==> config.mk <==
export PLATFORM = sky130hd
export DESIGN_NAME = riscv_mem
export DESIGN_NICKNAME = d
export VERILOG_FILES = /design/src/rtl/riscv_mem.sv
export SDC_FILE = /design/constraint.sdc
export NUM_CORES = 1
export LEC_CHECK = 0
export CAP_MARGIN = 5
export CORE_ASPECT_RATIO = 0.6
export CORE_UTILIZATION = 30
export DETAILED_ROUTE_END_ITERATION = 16
export PLACE_DENSITY = 0.88
export SYNTH_ARGS = -nofsm -noshare
export SYNTH_HDL_FRONTEND = slang
export SYNTH_SLANG_ARGS = --single-unit
==> constraint.sdc <==
create_clock -name clk_i -period 1.5 [get_ports clk_i]
set_clock_uncertainty 0.2 [all_clocks]
set_input_delay 0.225 -clock clk_i [delete_from_list [all_inputs] [get_ports clk_i]]
set_output_delay 0.225 -clock clk_i [all_outputs]
set_load 0.005 [all_outputs]
==> src/rtl/riscv_mem.sv <==
// Memory-access stage of the 5-stage RISC-V pipeline: loads/stores over a req/gnt/rvalid
// port, branch resolution toward fetch, and registered results toward write-back.
module riscv_mem #(
    parameter int WORD_SIZE = 32
) (
    input  logic                 clk_i,
    input  logic                 rst_ni,
    input  logic                 valid_i,
    input  logic [WORD_SIZE-1:0] alu_out_i,
    input  logic                 alu_zero_i,
    input  logic [WORD_SIZE-1:0] store_data_i,
    input  logic [WORD_SIZE-1:0] jp_addr_i,
    input  logic                 mem_read_i,
    input  logic                 mem_write_i,
    input  logic [1:0]           size_i,
    input  logic                 unsigned_i,
    input  logic                 branch_i,
    input  logic                 reg_write_i,
    input  logic [4:0]           rd_i,
    output logic                 stall_o,
    output logic                 dmem_req_o,
    output logic                 dmem_we_o,
    output logic [WORD_SIZE-1:0] dmem_addr_o,
    output logic [3:0]           dmem_be_o,
    output logic [WORD_SIZE-1:0] dmem_wdata_o,
    input  logic                 dmem_gnt_i,
    input  logic                 dmem_rvalid_i,
    input  logic [WORD_SIZE-1:0] dmem_rdata_i,
    output logic                 wb_valid_o,
    output logic [WORD_SIZE-1:0] wb_data_o,
    output logic                 reg_write_o,
    output logic [4:0]           rd_o,
    output logic                 pc_src_o,
    output logic [WORD_SIZE-1:0] jp_addr_o,
    output logic                 misaligned_o,
    output logic [1:0]           state_o
);

    // Handshake: the request is accepted in any cycle where dmem_req_o & dmem_gnt_i;
    // addr/we/be/wdata stay stable from the first request cycle until that grant.
    // Load data is consumed in the cycle dmem_rvalid_i is high while in WAIT.
    typedef enum logic [1:0] {
        IDLE = 2'd0,
        REQ  = 2'd1,
        WAIT = 2'd2
    } state_t;

    state_t state_q, state_d;

    logic mem_acc, misaligned, aligned_acc;
    logic req, complete, stall_int, retire, load_done;
    logic [3:0]  be;
    logic [31:0] wdata, load_val;
    logic [7:0]  byte_sel;
    logic [15:0] half_sel;

    assign mem_acc     = valid_i & (mem_read_i | mem_write_i);
    assign misaligned  = mem_acc & (((size_i == 2'b01) & alu_out_i[0]) |
                                    (size_i[1] & (alu_out_i[1:0] != 2'b00)));
    assign aligned_acc = mem_acc & ~misaligned;

    always_comb begin
        be    = 4'b1111;
        wdata = store_data_i;
        case (size_i)
            2'b00: begin
                be    = 4'b0001 << alu_out_i[1:0];
                wdata = {4{store_data_i[7:0]}};
            end
            2'b01: begin
                be    = 4'b0011 << alu_out_i[1:0];
                wdata = {2{store_data_i[15:0]}};
            end
            default: ;
        endcase
    end

    always_comb begin
        byte_sel = dmem_rdata_i[7:0];
        case (alu_out_i[1:0])
            2'd1:    byte_sel = dmem_rdata_i[15:8];
            2'd2:    byte_sel = dmem_rdata_i[23:16];
            2'd3:    byte_sel = dmem_rdata_i[31:24];
            default: ;
        endcase
        half_sel = alu_out_i[1] ? dmem_rdata_i[31:16] : dmem_rdata_i[15:0];
        load_val = dmem_rdata_i;
        case (size_i)
            2'b00: load_val = unsigned_i ? {24'd0, byte_sel} : {{24{byte_sel[7]}}, byte_sel};
            2'b01: load_val = unsigned_i ? {16'd0, half_sel} : {{16{half_sel[15]}}, half_sel};
            default: ;
        endcase
    end

    always_comb begin
        state_d  = state_q;
        req      = 1'b0;
        complete = 1'b0;
        case (state_q)
            IDLE: begin
                if (aligned_acc) begin
                    req = 1'b1;
                    if (!dmem_gnt_i)     state_d  = REQ;
                    else if (mem_read_i) state_d  = WAIT;
                    else                 complete = 1'b1;
                end
            end
            REQ: begin
                req = 1'b1;
                if (dmem_gnt_i) begin
                    if (mem_read_i) begin
                        state_d = WAIT;
                    end else begin
                        complete = 1'b1;
                        state_d  = IDLE;
                    end
                end
            end
            WAIT: begin
                if (dmem_rvalid_i) begin
                    complete = 1'b1;
                    state_d  = IDLE;
                end
            end
            default: state_d = IDLE;
        endcase
    end

    assign stall_int = ((state_q != IDLE) | aligned_acc) & ~complete;
    assign retire    = valid_i & ~stall_int;
    assign load_done = complete & mem_read_i;

    assign stall_o      = rst_ni & stall_int;
    assign dmem_req_o   = rst_ni & req;
    assign dmem_we_o    = rst_ni & req & mem_write_i;
    assign dmem_be_o    = (rst_ni & req) ? be : 4'b0000;
    assign dmem_addr_o  = {alu_out_i[31:2], 2'b00};
    assign dmem_wdata_o = wdata;
    assign state_o      = state_q;

    always_ff @(posedge clk_i or negedge rst_ni) begin
        if (!rst_ni) begin
            state_q      <= IDLE;
            wb_valid_o   <= 1'b0;
            wb_data_o    <= '0;
            reg_write_o  <= 1'b0;
            rd_o         <= 5'd0;
            pc_src_o     <= 1'b0;
            jp_addr_o    <= '0;
            misaligned_o <= 1'b0;
        end else begin
            state_q      <= state_d;
            wb_valid_o   <= retire;
            wb_data_o    <= load_done ? load_val : alu_out_i;
            reg_write_o  <= retire & reg_write_i & ~misaligned;
            rd_o         <= rd_i;
            pc_src_o     <= retire & branch_i & alu_zero_i;
            jp_addr_o    <= jp_addr_i;
            misaligned_o <= retire & misaligned;
        end
    end

endmodule

==> results of run 1 <==
-- worst min path at each step --
stage,slack (ns),depth (start not counted),endpoint,from
after floorplan,-0.27,0,jp_addr_o[0],rst_ni
after global placement,0.15,2,wb_data_o[16],rst_ni
after detailed placement,0.15,2,wb_data_o[16],rst_ni
after CTS,0.12,1,jp_addr_o[10],jp_addr_i[10]
after global routing,0.12,1,jp_addr_o[15],jp_addr_i[15]
final,0.13,2,wb_valid_o,valid_i
-- state kept, by name (all words and copies together) (netlist names) --
signal and count:
pc_src_o 1, rd_o 5, wb_valid_o 1, reg_write_o 1
jp_addr_o 32, wb_data_o 32, misaligned_o 1, state_o 2
-- critical path, delay by kind of cell --
family	cells	cell delay (ns)
AO/OA/AOI/OAI	2	0.38
AND/OR/NAND/NOR	2	0.54
buffers and inverters	2	0.37
-- area by class of cell --
class	instances	area [sq um]	share of cell area
flip-flops and latches	75	1880	0.236
clock buffers	10	239	0.0300
repair buffers	408	3790	0.476
clock inverters	6	93.8	0.0118
multi-input cells	213	1720	0.216
well taps	165	206	0.0260
inverters	6	27.5	0.00346
-- power by group --
group / internal [mW] / total [mW] / switching [mW]
registers: 2.14 / 2.18 / 0.0347
clock network: 1.52 / 2.40 / 0.881
logic: 1.00 / 1.64 / 0.635
-- per-stage QoR --
| step | hold WS, ns | utilization | setup WS, ns |
|---|---|---|---|
| finish | 0.132 | 0.659 | -0.441 |
| global placement | 0.147 | 0.589 | -1.04 |
| detailed placement | 0.154 | 0.589 | -1.11 |
| global route | 0.124 | 0.659 | -0.484 |
| CTS | 0.125 | 0.641 | -0.468 |
| floorplan | -0.271 | - | -0.0483 |
-- synthesized netlist by cell type, types with 6 or more instances --
cell | instances | share of area
dfrtp_1 | 75 | 0.51
buf_4 | 42 | 0.085
nand3_1 | 36 | 0.049
nand2_1 | 31 | 0.031
nor2_1 | 26 | 0.026
mux2_2 | 20 | 0.061
a21oi_1 | 13 | 0.018
buf_2 | 11 | 0.015
mux2i_1 | 10 | 0.027
o21ai_0 | 10 | 0.014
clkbuf_1 | 7 | 0.0071
a22o_1 | 6 | 0.014
a22oi_1 | 6 | 0.012
a32oi_1 | 6 | 0.014
nor2b_1 | 6 | 0.010
-- per-layer routing --
layer | vias to the layer above | part of all wire | GRT usage
met5 | - | 0 | 0
met4 | 0 | 0.026 | 0.0880
met3 | 39 | 0.073 | 0.0714
met2 | 240 | 0.50 | 0.442
met1 | 2086 | 0.40 | 0.281
li1 | 1926 | - | -
-- logic make-up after synthesis --
kind of cell,share of synthesized area
AO/OA/AOI/OAI,0.116
multiplexers,0.0979
buffers and inverters,0.120
AND/OR/NAND/NOR,0.158
flip-flops,0.506
other,0.00101
-- what timing repair did --
item	4_1_cts	5_1_grt
pin swaps	26	13
hold buffers	1	0
gates resized for setup	355	49
setup buffers	25	8
gates cloned	3	1
endpoints found under the hold margin	75	0
endpoints found under the setup margin	179	63
==> results_dict.tcl, run 1 <==
set metrics [dict create \
    synth_cells 356 \
    hold_viol 0 \
    place.gp.congestion 0.841 \
    cp.required_ns 1.07 \
    ios 292 \
    path_clk_slew_ns 0.06 \
    antenna_found_initial 0 \
    hold_class "primary input to register" \
    final_layout_size_suffix_gt1_frac 0.347 \
    cp-end-kind "output port" \
    worst_pin_slew_ns 0.626 \
    cts_buffer_depth 2 \
    final_cell_mix "clkdlybuf4s50_1 (128), dlygate4sd2_1 (115), buf_4 (84)" \
    final_common_cell "clkdlybuf4s50_1" \
    place_inst 836 \
    setup_ws_ns -0.441 \
    grt_usage 0.244 \
    power.density_nw_per_um2 781 \
    synth_area_sq_um 3710 \
    max_freq_ghz 0.515 \
    ys_async_sr_fraction 1.00 \
    violations "negative setup slack" \
    grt_pass1_vias 4349 \
    h-tree-depth 3 \
    wire_per_inst_um 18.6 \
    max_slew_margin 0.582 \
    path_class "primary input to output port" \
    hpwlAfterDp_um 11800 \
    grt_max_degree 40 \
    die_y_um 88.1 \
    core_area_sq_um 12100 \
    drt_iter0_drc 161 \
    port_buffers 289 \
    startpoint "alu_out_i[1]" \
    drc_errors 0 \
    clock-sinks 75 \
    power_mw 6.21 \
    clock_latency_ns 0.32 \
    ys_seq_area_frac 0.506 \
    vdd_drop_max_mv 0.574 \
    rsz0062_at_grt "true" \
    cts_buffers 9 \
    path_cells "clkdlybuf4s15_2 -> o21ai_2 -> nand3_2 -> or3_4 -> a21boi_2 -> buf_2" \
    p_leak_nw 3.86 \
    fin_cells 883 \
    die_w_um 145 \
    outcome "finished, violations left" \
    startpoint_type "primary input" \
    timing.final.crit_share 1.29 \
    cap_violations 0 \
    drt_wl_total_um 16400 \
    critPathMaxStageDelay_ns 0.41 \
    finalSetupTns_ns -15.31 \
    period_minus_slack_ns 1.94 \
    synth_ff_type "dfrtp_1" \
    setup_viol 53 \
    r2r_cells 8 \
    fillers 930 \
    grt_overflow_total 0 \
    floorplan.initialDensity 0.307 \
    ant_nets 0 \
    vias 4291 \
    die-area_sq_um 12800 \
    crit_slowest_cell "or3_4" \
    stdcell_area_sq_um 7950 \
    root_buffer "clkbuf_16" \
    n_antenna_cell 0 \
    area_delta_synth_final_pct 115 \
    rrSetupSlack_ns -0.41 \
    cts_tree "yes" \
    synth-edff-count 0 \
    viasPerCell 4.86 \
    crit_end "stall_o" \
    syn_area_per_cell_sq_um 10.4 \
    ys_types 48 \
    arrival_ns 1.52 \
    r2r-end "wb_data_o[19]" \
    rows 31 \
    ys_ff_latch 75 \
    nets 859 \
    rr_startpoint "state_o[0]" \
    cp_max_fo 3 \
    placed_area_sq_um 7110 \
    grt_pass1_wl_um 23600 \
    ys.warnings.count 0 \
    drv_slew 0 \
    dr.pass1.iters 4 \
]
(Power assumes the default switching activity.)
==> run 2: changes to the inputs <==
==> config.mk (replaced) <==
export PLATFORM = sky130hd
export DESIGN_NAME = riscv_mem
export DESIGN_NICKNAME = d
export VERILOG_FILES = /design/src/rtl/riscv_mem.sv
export SDC_FILE = /design/constraint.sdc
export NUM_CORES = 1
export LEC_CHECK = 0
export CAP_MARGIN = 30
export CORE_AREA = 2 2 114 116
export DETAILED_ROUTE_END_ITERATION = 16
export DIE_AREA = 0 0 116 118
export PLACE_DENSITY = 0.85
export SYNTH_ARGS = -nofsm -noshare
export SYNTH_HDL_FRONTEND = slang
export SYNTH_SLANG_ARGS = --single-unit
==> constraint.sdc (replaced) <==
create_clock -name clk_i -period 2.5 [get_ports clk_i]
set_clock_uncertainty 0.2 [all_clocks]
set_input_delay 0.375 -clock clk_i [delete_from_list [all_inputs] [get_ports clk_i]]
set_output_delay 0.375 -clock clk_i [all_outputs]
set_load 0.005 [all_outputs]
==> run 2 against run 1 <==
  * The flow now finishes without violations
  * Flip-flop and latch count is the same
  * Via count down 9.2%
  * Critical path depth is the same
  * Clock power decreased by 45%
  * Sequential power down 40%
  * Hold slack improved by 0.089 ns
  * Combinational power is 47% lower
  * First-iteration DRC count is 55% higher
  * Setup slack better by 0.53 ns
  * Sequential share of layout area grew 3.2 points
  * Utilization down 9.5 points
  * Clock-buffer cell count unchanged
  * Critical path type unchanged
==> results_dict.tcl, run 2 (synthesis results as in run 1) <==
set metrics [dict create \
    grt_usage 0.213 \
    grt_overflow_total 0 \
    die_w_um 116 \
    vdd_drop_max_mv 0.269 \
    port_buffers 289 \
    ios 292 \
    period_minus_slack_ns 2.41 \
    crit_slowest_cell "clkdlybuf4s50_1" \
    crit_family "buffers and inverters" \
    path_cells "dlygate4sd2_1 -> buf_6 -> nor2_4 -> buf_6 -> mux2_2 -> clkdlybuf4s50_1" \
    final_cell_mix "clkdlybuf4s50_1 (274), dfrtp_1 (74), nand3_1 (36)" \
    cts_buffer_depth 2 \
    arrival_ns 1.84 \
    n_antenna_cell 0 \
    place.gp.congestion 0.749 \
    clock_latency_ns 0.33 \
    p_leak_nw 2.98 \
    hpwlAfterDp_um 11900 \
    cp.required_ns 1.92 \
    critical_path_buf_inv_count 4 \
    rsz0062_at_grt "false" \
    area_delta_synth_final_pct 89.0 \
    pwr-share-comb 0.249 \
    power.density_nw_per_um2 500 \
    stdcell_area_sq_um 7000 \
    outcome "finished clean" \
    grt_pass1_wl_um 22300 \
    cp_max_fo 7 \
    worst_pin_slew_ns 0.928 \
    max_slew_margin 0.381 \
    drt_wl_total_um 14900 \
    antenna_found_initial 1 \
    startpoint_type "primary input" \
    final_layout_size_suffix_gt1_frac 0.134 \
    post-route-util 0.564 \
    switching_power_mw 0.848 \
    top_regs "jp_addr_o (32), wb_data_o (32), rd_o (5)" \
    core_area_sq_um 12400 \
    finalSetupTns_ns 0 \
    path_clk_slew_ns 0.06 \
    viasPerCell 4.83 \
    hold_class "primary input to async pin" \
    vias 3898 \
    p_seq_frac 0.375 \
    ant_nets 0 \
    dr.pass1.iters 4 \
    wire_per_inst_um 18.4 \
    critPathMaxStageDelay_ns 0.45 \
    setup_viol 0 \
    fin_hold_ws_ns 0.222 \
    cts_tree "yes" \
    cp-end-kind "output port" \
    cts_buffers 9 \
    clock-sinks 75 \
    die_y_um 118 \
    grt_max_degree 74 \
    h-tree-depth 3 \
    root_buffer "clkbuf_16" \
    switching_share 0.242 \
    rows 41 \
    timing.final.crit_share 0.966 \
    p_int_mw 2.65 \
    drv_slew 0 \
    drt_iter0_drc 249 \
    hold_viol 0 \
    grt_pass1_vias 4140 \
    die-area_sq_um 13700 \
    clkPwrFrac 0.376 \
    final_common_cell "clkdlybuf4s50_1" \
    max_freq_ghz 0.414 \
    path_class "primary input to output port" \
    drc_errors 0 \
    cap_violations 0 \
    placed_area_sq_um 6630 \
    cpMostUsedCell "buf_6" \
    floorplan.initialDensity 0.299 \
    nets 776 \
]
run 2: repair_timing:
action,CTS,global route
gates resized for setup,19,5
pin swaps,4,1
hold buffers,1,0
cloned,1,0
buffers inserted,5,0
endpoints found under the setup margin,21,5
hold endpoints to repair,2,0
run 2: cell type report:
type	instances	area, sq um
Fill cell	1056	5410
Timing Repair Buffer	325	3170
Sequential cell	75	1880
Multi-Input combinational cell	213	1400
Clock buffer	10	239
Tap cell	172	215
Clock inverter	6	72.6
Inverter	6	22.5
run 2: worst reg2reg max path: cells and delay by family (launching register included):
kind,cells,cell delay [ns]
AO/OA/AOI/OAI,1,0.10
buffers and inverters,2,0.39
flip-flops,1,0.44
AND/OR/NAND/NOR,2,0.47
run 2: metrics by stage:
step,cells,power (mW),setup WS [ns]
after floorplan,357,1.59,0.626
after global placement,784,2.18,-0.376
after detailed placement,784,2.20,-0.463
after CTS,807,3.54,0.0527
after global routing,807,3.65,0.00669
final,807,3.50,0.0859
run 2: path summary, 6_finish.rpt:
check,startpoint,endpoint,slack [ns],cells after the start
max in group asynchronous,rst_ni,wb_data_o[25],0.76,3
setup reg to reg,state_o[0],wb_data_o[15],0.79,5
min in group clk_i,valid_i,wb_valid_o,0.28,2
hold reg to reg,state_o[0],state_o[1],0.39,1
hold / removal,rst_ni,state_o[1],0.22,2
setup / recovery,size_i[0],dmem_wdata_o[8],0.09,6
run 2: metal layers:
layer	global-route usage	vias to the layer above	wire, um	share of wire
met1	0.224	1865	5270	0.35
met2	0.390	229	7760	0.52
li1	-	1766	-	-
met4	0.0848	2	480	0.032
met5	0	-	11	0.00074
met3	0.0613	36	1340	0.090
run 2: power by group through the flow:
stage               clock [mW]  combinational (mW)  sequential (mW)
floorplan                    0               0.248             1.34
finish                    1.32               0.873             1.31
global route              1.40               0.934             1.32
detailed placement           0               0.869             1.33
global placement             0               0.852             1.33
CTS                       1.35               0.882             1.31
